### src/rtl/reg_bus_arbiter.sv
// rtl/reg_bus_arbiter.sv - round-robin arbiter sharing one register-map port between two requesters
module reg_bus_arbiter #(
    parameter int ADDR_WIDTH = 7,
    parameter int DATA_WIDTH = 8
) (
    input  logic                  clk_i,
    input  logic                  rst_i,
    input  logic                  m0_req_i,
    input  logic                  m0_we_i,
    input  logic [ADDR_WIDTH-1:0] m0_addr_i,
    input  logic [DATA_WIDTH-1:0] m0_wdata_i,
    output logic                  m0_ack_o,
    output logic [DATA_WIDTH-1:0] m0_rdata_o,
    input  logic                  m1_req_i,
    input  logic                  m1_we_i,
    input  logic [ADDR_WIDTH-1:0] m1_addr_i,
    input  logic [DATA_WIDTH-1:0] m1_wdata_i,
    output logic                  m1_ack_o,
    output logic [DATA_WIDTH-1:0] m1_rdata_o,
    output logic [1:0]            grant_o,
    output logic [ADDR_WIDTH-1:0] addr_o,
    output logic [DATA_WIDTH-1:0] write_data_o,
    output logic                  write_en_o,
    output logic                  read_en_o,
    input  logic [DATA_WIDTH-1:0] read_data_i
);

    typedef enum logic [1:0] {IDLE, ISSUE, CAPTURE, ACK} state_t;

    state_t                state;
    logic                  owner;
    logic                  lat_we;
    logic                  last_grant;
    logic                  pick_m1;
    logic                  sel_we;
    logic [ADDR_WIDTH-1:0] sel_addr;
    logic [DATA_WIDTH-1:0] sel_wdata;

    // On a tie the requester not served last wins; last_grant = 1 means m1.
    always_comb begin
        pick_m1   = m1_req_i && (!m0_req_i || !last_grant);
        sel_we    = pick_m1 ? m1_we_i    : m0_we_i;
        sel_addr  = pick_m1 ? m1_addr_i  : m0_addr_i;
        sel_wdata = pick_m1 ? m1_wdata_i : m0_wdata_i;
    end

    always_ff @(posedge clk_i) begin
        if (rst_i) begin
            state        <= IDLE;
            owner        <= 1'b0;
            lat_we       <= 1'b0;
            last_grant   <= 1'b1;
            grant_o      <= 2'b00;
            addr_o       <= '0;
            write_data_o <= '0;
            write_en_o   <= 1'b0;
            read_en_o    <= 1'b0;
            m0_ack_o     <= 1'b0;
            m1_ack_o     <= 1'b0;
            m0_rdata_o   <= '0;
            m1_rdata_o   <= '0;
        end else begin
            write_en_o <= 1'b0;
            read_en_o  <= 1'b0;
            m0_ack_o   <= 1'b0;
            m1_ack_o   <= 1'b0;
            case (state)
                IDLE: begin
                    if (m0_req_i || m1_req_i) begin
                        owner        <= pick_m1;
                        lat_we       <= sel_we;
                        addr_o       <= sel_addr;
                        write_data_o <= sel_wdata;
                        grant_o      <= pick_m1 ? 2'b10 : 2'b01;
                        // Strobes are registered here so they are high during ISSUE.
                        write_en_o   <= sel_we;
                        read_en_o    <= !sel_we;
                        state        <= ISSUE;
                    end
                end
                ISSUE: begin
                    if (lat_we) begin
                        m0_ack_o <= !owner;
                        m1_ack_o <= owner;
                        state    <= ACK;
                    end else begin
                        state <= CAPTURE;
                    end
                end
                CAPTURE: begin
                    if (owner) begin
                        m1_rdata_o <= read_data_i;
                    end else begin
                        m0_rdata_o <= read_data_i;
                    end
                    m0_ack_o <= !owner;
                    m1_ack_o <= owner;
                    state    <= ACK;
                end
                ACK: begin
                    last_grant <= owner;
                    grant_o    <= 2'b00;
                    state      <= IDLE;
                end
                default: state <= IDLE;
            endcase
        end
    end

endmodule

### config.mk
export PLATFORM = sky130hd
export DESIGN_NAME = reg_bus_arbiter
export DESIGN_NICKNAME = d
export VERILOG_FILES = /design/src/rtl/reg_bus_arbiter.sv
export SDC_FILE = /design/constraint.sdc
export NUM_CORES = 1
export LEC_CHECK = 0
export CORE_MARGIN = 2
export CORE_UTILIZATION = 41
export CTS_BUF_LIST = sky130_fd_sc_hd__clkbuf_16
export DETAILED_ROUTE_END_ITERATION = 7
export PLACE_DENSITY_LB_ADDON = 0.2
export SYNTH_ARGS = -nofsm -noshare
export SYNTH_HDL_FRONTEND = slang
export SYNTH_SLANG_ARGS = --single-unit
### constraint.sdc
create_clock -name clk_i -period 2.25 [get_ports clk_i]
set_clock_uncertainty 0.2 [all_clocks]
set_input_delay 0.225 -clock clk_i [delete_from_list [all_inputs] [get_ports clk_i]]
set_output_delay 0.225 -clock clk_i [all_outputs]
set_load 0.05 [all_outputs]
# [Word-level counts from Yosys, hierarchy flattened]
# Index checks and enable logic that the tools add are counted.
[classes] n_eq_ne=4 n_mux=13 bitwise=3 reduce_logical=14
[ops] op="$mux W8" n=1
[ops] op="$pmux W2 S4" n=1
[ops] op="$reduce_and A2 Y1" n=4
[ops] op="$mux W7" n=1
[ops] op="$mux W2" n=3
[ops] op="$eq A2 B2 Y1 const B" n=2
[ops] op="$logic_not A1 Y1" n=4
[ops] op="$mux W1" n=4
[ops] op="$pmux W1 S2" n=2
[ops] op="$pmux W2 S2" n=1
[ops] op="$not A1 Y1" n=3
[ops] op="$reduce_or A3 Y1" n=1
[ops] op="$eq A2 B1 Y1 const B" n=1
[ops] op="$logic_not A2 Y1" n=1
[ops] op="$logic_or A1 B1 Y1" n=2
[ops] op="$ne A2 B2 Y1 const B" n=1
[ops] op="$reduce_bool A2 Y1" n=1
[ops] op="$logic_and A1 B1 Y1" n=1
[totals] register_bits=42 in_bits=44 word_cells=47

# [Logic depth before layout (Yosys ltp)]
# Gate-level depths: netlist of run 1.
[depth] word_depth=6 mapped_depth=7 depth_no_buf=5

# [Worst setup path before layout of run 1]
# OpenSTA, ideal clock, no wires.
[synth_timing] kind="register -> register" startpoint="register state[0]" endpoint="register addr_o[0]" arrival_ns=1.328 path_slack_ns=0.641 path_stages_with_launch=8 path_buffers=2 period_less_slack_ns=1.609 cell_sequence="dfxtp_1 -> inv_1 -> ha_1 -> o21a_1 -> buf_2 -> buf_4 -> nor2_1 -> a211oi_2"
[synth_between] elab_chain_len=2
[synth_lines] item="from (decl)" line_no="30" text="state_t state;"
[synth_lines] item="from (signal assigned)" line_no="49" text="state <= IDLE;"
[synth_lines] item="from (signal assigned)" line_no="78" text="state <= ISSUE;"
[synth_lines] item="from (signal assigned)" line_no="85" text="state <= ACK;"
[synth_lines] item="$logic_not A2 Y1" line_no="67" text="case (state)"
[synth_lines] item="$reduce_and A2 Y1 (no line)"
[synth_lines] item="to (signal assigned)" line_no="72" text="addr_o <= sel_addr;"
[synth_lines] item="to (decl)" line_no="21" text="output logic [ADDR_WIDTH-1:0] addr_o,"
# No other way between the ends.
# A chain may end at the register's enable or synchronous reset.

# [Final worst setup path of run 1]
[layout_timing] startpoint="register m0_rdata_o[4]" endpoint="output port m0_rdata_o[4]"
[layout_rtl] item="from (decl)" line_no="13" text="output logic [DATA_WIDTH-1:0] m0_rdata_o,"
[layout_rtl] item="from (signal assigned)" line_no="94" text="m0_rdata_o <= read_data_i;"
# No word-level cell between the ends.

==> results of run 1 <==
==> power breakdown <==
| group | total [mW] | internal [mW] | switching [mW] |
|---|---|---|---|
| Combinational | 1.64 | 0.604 | 1.03 |
| Sequential | 1.03 | 0.917 | 0.115 |
| Clock | 0.918 | 0.632 | 0.286 |
| Total | 3.59 | 2.15 | 1.44 |
==> routing by layer <==
metal	GRT usage	part of all wire	vias up
met5	0	0	-
met4	0.0566	0.0086	0
met3	0.0598	0.067	4
met2	0.282	0.46	55
met1	0.248	0.47	780
li1	-	-	866
==> placed cells by master, fill, tap and decap left out, drive strengths merged <==
| cell | n |
|---|---|
| clkdlybuf4s50 | 79 |
| nor3 | 1 |
| or2b | 1 |
| o21a | 1 |
| nor2b | 3 |
| a21oi | 34 |
| inv | 2 |
| nor4b | 1 |
| clkinv | 1 |
| nand3 | 9 |
| nand2b | 1 |
| nor4bb | 1 |
| nor3b | 2 |
| clkbuf | 5 |
| nand2 | 41 |
| ha | 5 |
| buf | 7 |
| a22oi | 1 |
| a21bo | 1 |
| a211oi | 17 |
| dfxtp | 42 |
| mux2i | 2 |
| a21boi | 1 |
| o21bai | 1 |
| o21ai | 3 |
| a211o | 1 |
| bufinv | 2 |
| a2111oi | 1 |
| nor2 | 19 |
==> layout make-up <==
type | count | area, um^2 | area share
clock buffer | 5 | 125 | 0.0443
clock inverter | 3 | 63.8 | 0.0226
inverter | 2 | 7.51 | 0.00266
multi-input combinational | 147 | 882 | 0.312
sequential | 42 | 841 | 0.298
tap | 52 | 65.1 | 0.0230
timing repair buffer | 86 | 841 | 0.298
==> state kept, by name, summed over array words and instances, names as in the netlist <==
name,cells
grant_o,2
m0_rdata_o,8
lat_we,1
m1_rdata_o,8
write_en_o,1
addr_o,7
owner,1
state,2
m1_ack_o,1
write_data_o,8
read_en_o,1
m0_ack_o,1
last_grant,1
==> worst max-delay path by stage <==
stage,slack [ns],end
final,0.38,m0_rdata_o[4]
after floorplan,0.64,addr_o[0]
after global placement,0.27,write_data_o[4]
after global routing,0.34,m0_rdata_o[4]
after CTS,0.37,m0_rdata_o[4]
after detailed placement,0.21,write_data_o[3]
==> metrics by stage <==
| step | util | cell area [um^2] | setup WS [ns] | hold WS [ns] |
|---|---|---|---|---|
| final | 0.653 | 2830 | 0.377 | 0.172 |
| after global routing | 0.653 | 2830 | 0.345 | 0.210 |
| after CTS | 0.653 | 2830 | 0.366 | 0.177 |
| after detailed placement | 0.610 | 2640 | 0.208 | 0.246 |
| after global placement | 0.610 | 2640 | 0.275 | 0.243 |
| after floorplan | - | 1830 | 0.641 | 0.161 |
==> worst register-to-register path: cells and delay by family (launching register included) <==
kind	cells	cell delay (ns)
flip-flops	1	0.37
adder cells (fa/ha/maj)	1	0.29
AND/OR/NAND/NOR	1	0.22
AO/OA/AOI/OAI	2	0.46
buffers and inverters	1	0.11
==> kinds of logic (layout without fill, tap and decap cells) <==
logic type,count (synthesis),after routing,share of synthesized area
mux,2,2,0.0130
simple gates,79,79,0.192
buf+inv,18,96,0.0568
compound gates,61,61,0.243
flops,42,42,0.460
fa+ha+maj,5,5,0.0342
==> results by group, run 1 <==
Status
  • Outcome: complete, no violations

Critical path
  • CP max FO: 2
  • Reg-to-Reg End: state[0]
  • Slowest cell on crit path: clkdlybuf4s50_1
  • Crit start category: register
  • CP peak stage delay: between 0.8 and 0.9 ns
  • Worst EP required: approximately 1.8 ns
  • Cells on worst reg2reg path: 5
  • Crit path arrival time: around 1.5 ns
  • Worst path depth: 1
  • R2r startpoint: state[0]
  • Worst Setup End Kind: output pin
  • Delay-heaviest family, CP: buffers and inverters
  • CP Class: register to output pin
  • Critical path, cell by cell: clkdlybuf4s50_1
  • Crit path buf inv count: 1
  • Crit path from: m0_rdata_o[4]
  • FF-to-FF setup slack: approximately 0.45 ns

Die
  • # IOs: 81
  • Chip Width: around 71 um
  • Die Footprint: around 5000 um^2
  • Starting Density: 0.422
  • Die H: approximately 70 um
  • Cell row count: 24
  • Core area: 4320 um^2

Synthesis
  • Synth Area per Inst: 8.82 um^2
  • Post-synth top cells: dfxtp_1, nand2_1, a21oi_1
  • Yosys synthesis warning count: 0
  • Ys async rst share: 0
  • Number of synthesized flops with an enable pin: 0
  • Synth Flop Type: dfxtp_1
  • Post-synthesis cell area: approximately 1800 um^2
  • Yosys top cell by area: dfxtp_1
  • Syn nets: 256
  • Most frequent cell after synthesis: dfxtp_1
  • Post-synthesis register bit count: 42
  • Synth area leaders: dfxtp_1, nand2_1, a21oi_1
  • Synthesized instance count: 207
  • Cell variety after synth: 33
  • Top cell type's share of synthesized area: 0.460
  • Register area share after synthesis: 0.460

Pwr
  • Pwr/cell area: 1270 nW/um^2
  • Pleak: between 1 and 1.5 nW
  • Worst vdd ir: 636 uV
  • Pwr Total: 3.59 mW

GRT
  • Initial antenna violation count: 0
  • Grt ovf: 0
  • GRT Overall Usage: 0.184
  • Vias in the first global route: around 1600
  • Global-route wire length before repair: approximately 7.4 mm
  • Largest net degree at the start of global routing: 26

Timing
  • TNS Setup: 0 ns
  • Slew HR: 0.647
  • Final hold vios: 0
  • Final setup fails: 0
  • Tcrit/Tclk final: 0.832
  • RSZ-0062 raised after global routing: false
  • Fmax: approximately 530 MHz
  • Final Max Slew Viols: 0
  • Worst-Margin Slew: 0.528 ns
  • Tmin final: roughly 1.9 ns

Hold path
  • Worst min path class: input port to register
  • Hold EP: state[1]
  • Hold depth: 2
  • Hold_sp: rst_i

CTS
  • CTS tree: yes
  • Post_cts resized: 0
  • Hold-fix buffers, CTS: 0
  • Post-CTS Setup Bufs: 0
  • Clk root buf: clkbuf_16
  • Clock buffer depth: 2
  • Clock latency on the worst-skew pair: between 0.2 and 0.3 ns
  • Clock slew at reported path FFs: ~0.06 ns
  • Total CTS buffers: 5
  • H-tree depth: 2
  • CTS sink count: 42

Cells and area
  • Layout cell share with drive strength beyond 1: 0.112
  • # diodes: 0
  • Layout Nets: ~330
  • Layout fillers: 375
  • Non-filler cells, final: ~340
  • Area Growth Syn to Fin: 54.7%

Run
  • MaxCap Viol Count: 0

Routing
  • Wire length per cell: about 14 um
  • DR pass1 iterations: 4
  • Via count: roughly 1700
  • Initial detailed-routing violation count: about 110
  • Final ANT Viol Nets: 0
  • Routed vias/inst: around 5.1
  • Drt drc: 0
  • Total Wirelength: 4.63 mm

Placement
  • I/O Buffers: 80
  • HPWL Detailed: ~3.2 mm
  • Routability cong.: approximately 0.76
  • Placed Instances: roughly 330
No activity file was read; power rests on OpenSTA's default activity.
==> inputs of run 2 (changes only) <==
--- a/config.mk
+++ b/config.mk
@@ -6,7 +6,7 @@
 export NUM_CORES = 1
 export LEC_CHECK = 0
 export CORE_MARGIN = 2
-export CORE_UTILIZATION = 41
+export CORE_UTILIZATION = 37
 export CTS_BUF_LIST = sky130_fd_sc_hd__clkbuf_16
 export DETAILED_ROUTE_END_ITERATION = 7
 export PLACE_DENSITY_LB_ADDON = 0.2
==> constraint.sdc (replaced) <==
create_clock -name clk_i -period 1.5 [get_ports clk_i]
set_clock_uncertainty 0.2 [all_clocks]
set_input_delay 0.15 -clock clk_i [delete_from_list [all_inputs] [get_ports clk_i]]
set_output_delay 0.15 -clock clk_i [all_outputs]
set_load 0.05 [all_outputs]
==> run 2 against run 1 <==
Against the previous run: the flow now finishes with violations (setup timing); clock power rose by 10%; non-clock buffer count rose by 18; register-to-register slack got worse by 0.46 ns; largest power group unchanged; sequential power rose by 62%.
==> results by group, run 2 (synthesis results as in run 1) <==
CTS
  • Clock slew at reported path FFs: approximately 0.060 ns
  • Clock buffer depth: 2
  • H-tree depth: 2
  • Clk root buf: clkbuf_16
  • Hold-fix buffers, CTS: 0
  • CTS sink count: 42
  • Total CTS buffers: 5
  • Clock latency on the worst-skew pair: roughly 0.28 ns
  • CTS tree: yes

Routing
  • Wire length per cell: roughly 15 um
  • Routed vias/inst: around 5
  • Total Wirelength: around 5.4 mm
  • DR pass1 iterations: 4
  • Drt drc: 0
  • Via count: roughly 1900
  • Final ANT Viol Nets: 0
  • Initial detailed-routing violation count: 93

Critical path
  • CP peak stage delay: 0.35 ns
  • Worst EP required: around 1.5 ns
  • CP Class: register to register
  • Worst Setup End Kind: register
  • Slowest cell on crit path: dfxtp_2
  • Crit start category: register
  • Critical path, cell by cell: inv_4 > ha_4 > buf_6 > o21ai_4 > buf_16 > a21oi_1 > a211oi_2
  • CP max FO: 4
  • Crit path arrival time: ~1.5 ns

GRT
  • Grt ovf: 0
  • Initial antenna violation count: 0
  • Global-route track usage on met1: 0.248
  • GR met3 Demand/Resource: 0.0447
  • Largest net degree at the start of global routing: 19
  • Global-route wire length before repair: around 9.0 mm
  • GR Util met2: 0.393
  • GRT Overall Usage: 0.212
  • Global route hottest layer: met2
  • Vias in the first global route: approximately 1900

Placement
  • Placed Area: 3190 um^2
  • Routability cong.: roughly 0.79
  • HPWL Detailed: 3.72 mm
  • I/O Buffers: 80
  • Placed Instances: roughly 360

Cells and area
  • Most frequent cells in the layout: buf_12, nand2_1, clkdlybuf4s50_1, dfxtp_1, a21oi_1
  • Area Growth Syn to Fin: 96.0%
  • Commonest non-fill, non-tap cell in the layout: buf_12
  • Footprint of the multi-input gates: approximately 1000 um^2
  • Finished Cell Area: about 3600 um^2
  • Regs by FF count: m0_rdata_o x8, m1_rdata_o x8, write_data_o x8
  • Non-filler cells, final: 370
  • # diodes: 0
  • Layout Nets: 351
  • FF+latch area: 845 um^2
  • Layout cell share with drive strength beyond 1: 0.376
  • Layout fillers: around 340

Pwr
  • Pleak: between 1 and 1.5 nW
  • Worst vdd ir: roughly 960 uV
  • Combinational Power Share: 0.592
  • Cell internal pwr: 3.98 mW
  • Total net switching power: around 2.6 mW
  • Sw frac: 0.395
  • Clock Power Share: 0.154
  • Sequential power share: 0.254
  • Pwr/cell area: about 1800 nW/um^2

Die
  • Core area: ~4800 um^2
  • Chip Width: roughly 74 um
  • Die H: about 74 um
  • Die Footprint: approximately 5500 um^2
  • # IOs: 81
  • Starting Density: 0.384
  • Cell row count: 25

Timing
  • Final setup fails: 3
  • TNS Setup: -0.0244 ns
  • Final Max Slew Viols: 0
  • Tcrit/Tclk final: 1.01
  • Slew HR: 0.746
  • Final hold vios: 0
  • Worst-Margin Slew: 0.380 ns
  • Fmax: about 660 MHz
  • PnR worst setup slack: -0.0130 ns
  • Tmin final: between 1.5 and 2 ns
  • RSZ-0062 raised after global routing: true

Status
  • Outcome: complete, but fails checks
  • Failing checks: setup timing

Run
  • MaxCap Viol Count: 0

Hold path
  • Worst min path class: input port to register
==> run 2: cell count changes in the layout (fill, tap and decap cells not counted), sizes merged <==
cell,before,now
clkdlybuf4s50,79,40
inv,2,3
clkinv,1,2
dlymetal6s2s,0,1
buf,7,62
dlygate4sd2,0,1
bufinv,2,0
==> run 2: final cells by class <==
| type | count | share of cell area |
|---|---|---|
| Clock inverter | 3 | 0.00349 |
| Sequential cell | 42 | 0.236 |
| Timing Repair Buffer | 104 | 0.410 |
| Multi-Input combinational cell | 147 | 0.289 |
| Tap cell | 67 | 0.0234 |
| Clock buffer | 5 | 0.0349 |
| Inverter | 2 | 0.00280 |
==> run 2: critical path: cells and delay by family, from the launching register on <==
| family | cells | cell delay (ns) |
|---|---|---|
| buf+inv | 3 | 0.33 |
| fa+ha+maj | 1 | 0.16 |
| compound gates | 3 | 0.39 |
| flops | 1 | 0.35 |
==> run 2: final timing paths <==
path	start	cells past startpoint	slack (ns)	to
max reg2reg	state[0]	7	-0.01	addr_o[4]
min reg2reg	m0_rdata_o[1]	2	0.29	m0_rdata_o[1]
min	rst_i	2	0.06	state[1]
max	state[0]	7	-0.01	addr_o[4]
==> run 2: power by group through the flow <==
stage | sequential [mW] | clock, mW | combinational, mW
6_report | 1.67 | 1.01 | 3.89
5_1_grt | 1.70 | 1.07 | 4.13
4_1_cts | 1.66 | 1.03 | 3.78
3_5_place_dp | 1.67 | 0 | 3.25
3_3_place_gp | 1.66 | 0 | 3.19
2_1_floorplan | 2.27 | 0 | 1.08
==> run 2: through the flow <==
stage          hold slack (ns)   util  worst slack, ns  power [mW]
6_report                0.0591  0.753          -0.0130        6.57
5_1_grt                 0.0910  0.753          -0.0801        6.90
4_1_cts                 0.0705  0.739          -0.0383        6.47
3_5_place_dp             0.284  0.672           -0.327        4.92
3_3_place_gp             0.280  0.672           -0.230        4.84
2_1_floorplan           0.0860      -          0.00513        3.35
==> run 2: repair_timing <==
action	4_1_cts	5_1_grt
gates cloned	3	0
pin swaps	16	8
hold endpoints to repair	0	0
gates resized for setup	27	16
setup endpoints to repair	34	38
setup buffers	1	1
==> run 2: metal layers <==
layer	routed length (um)	part of all wire
met1	2270	0.42
met5	0	0
met4	59	0.011
met3	301	0.056
met2	2770	0.51
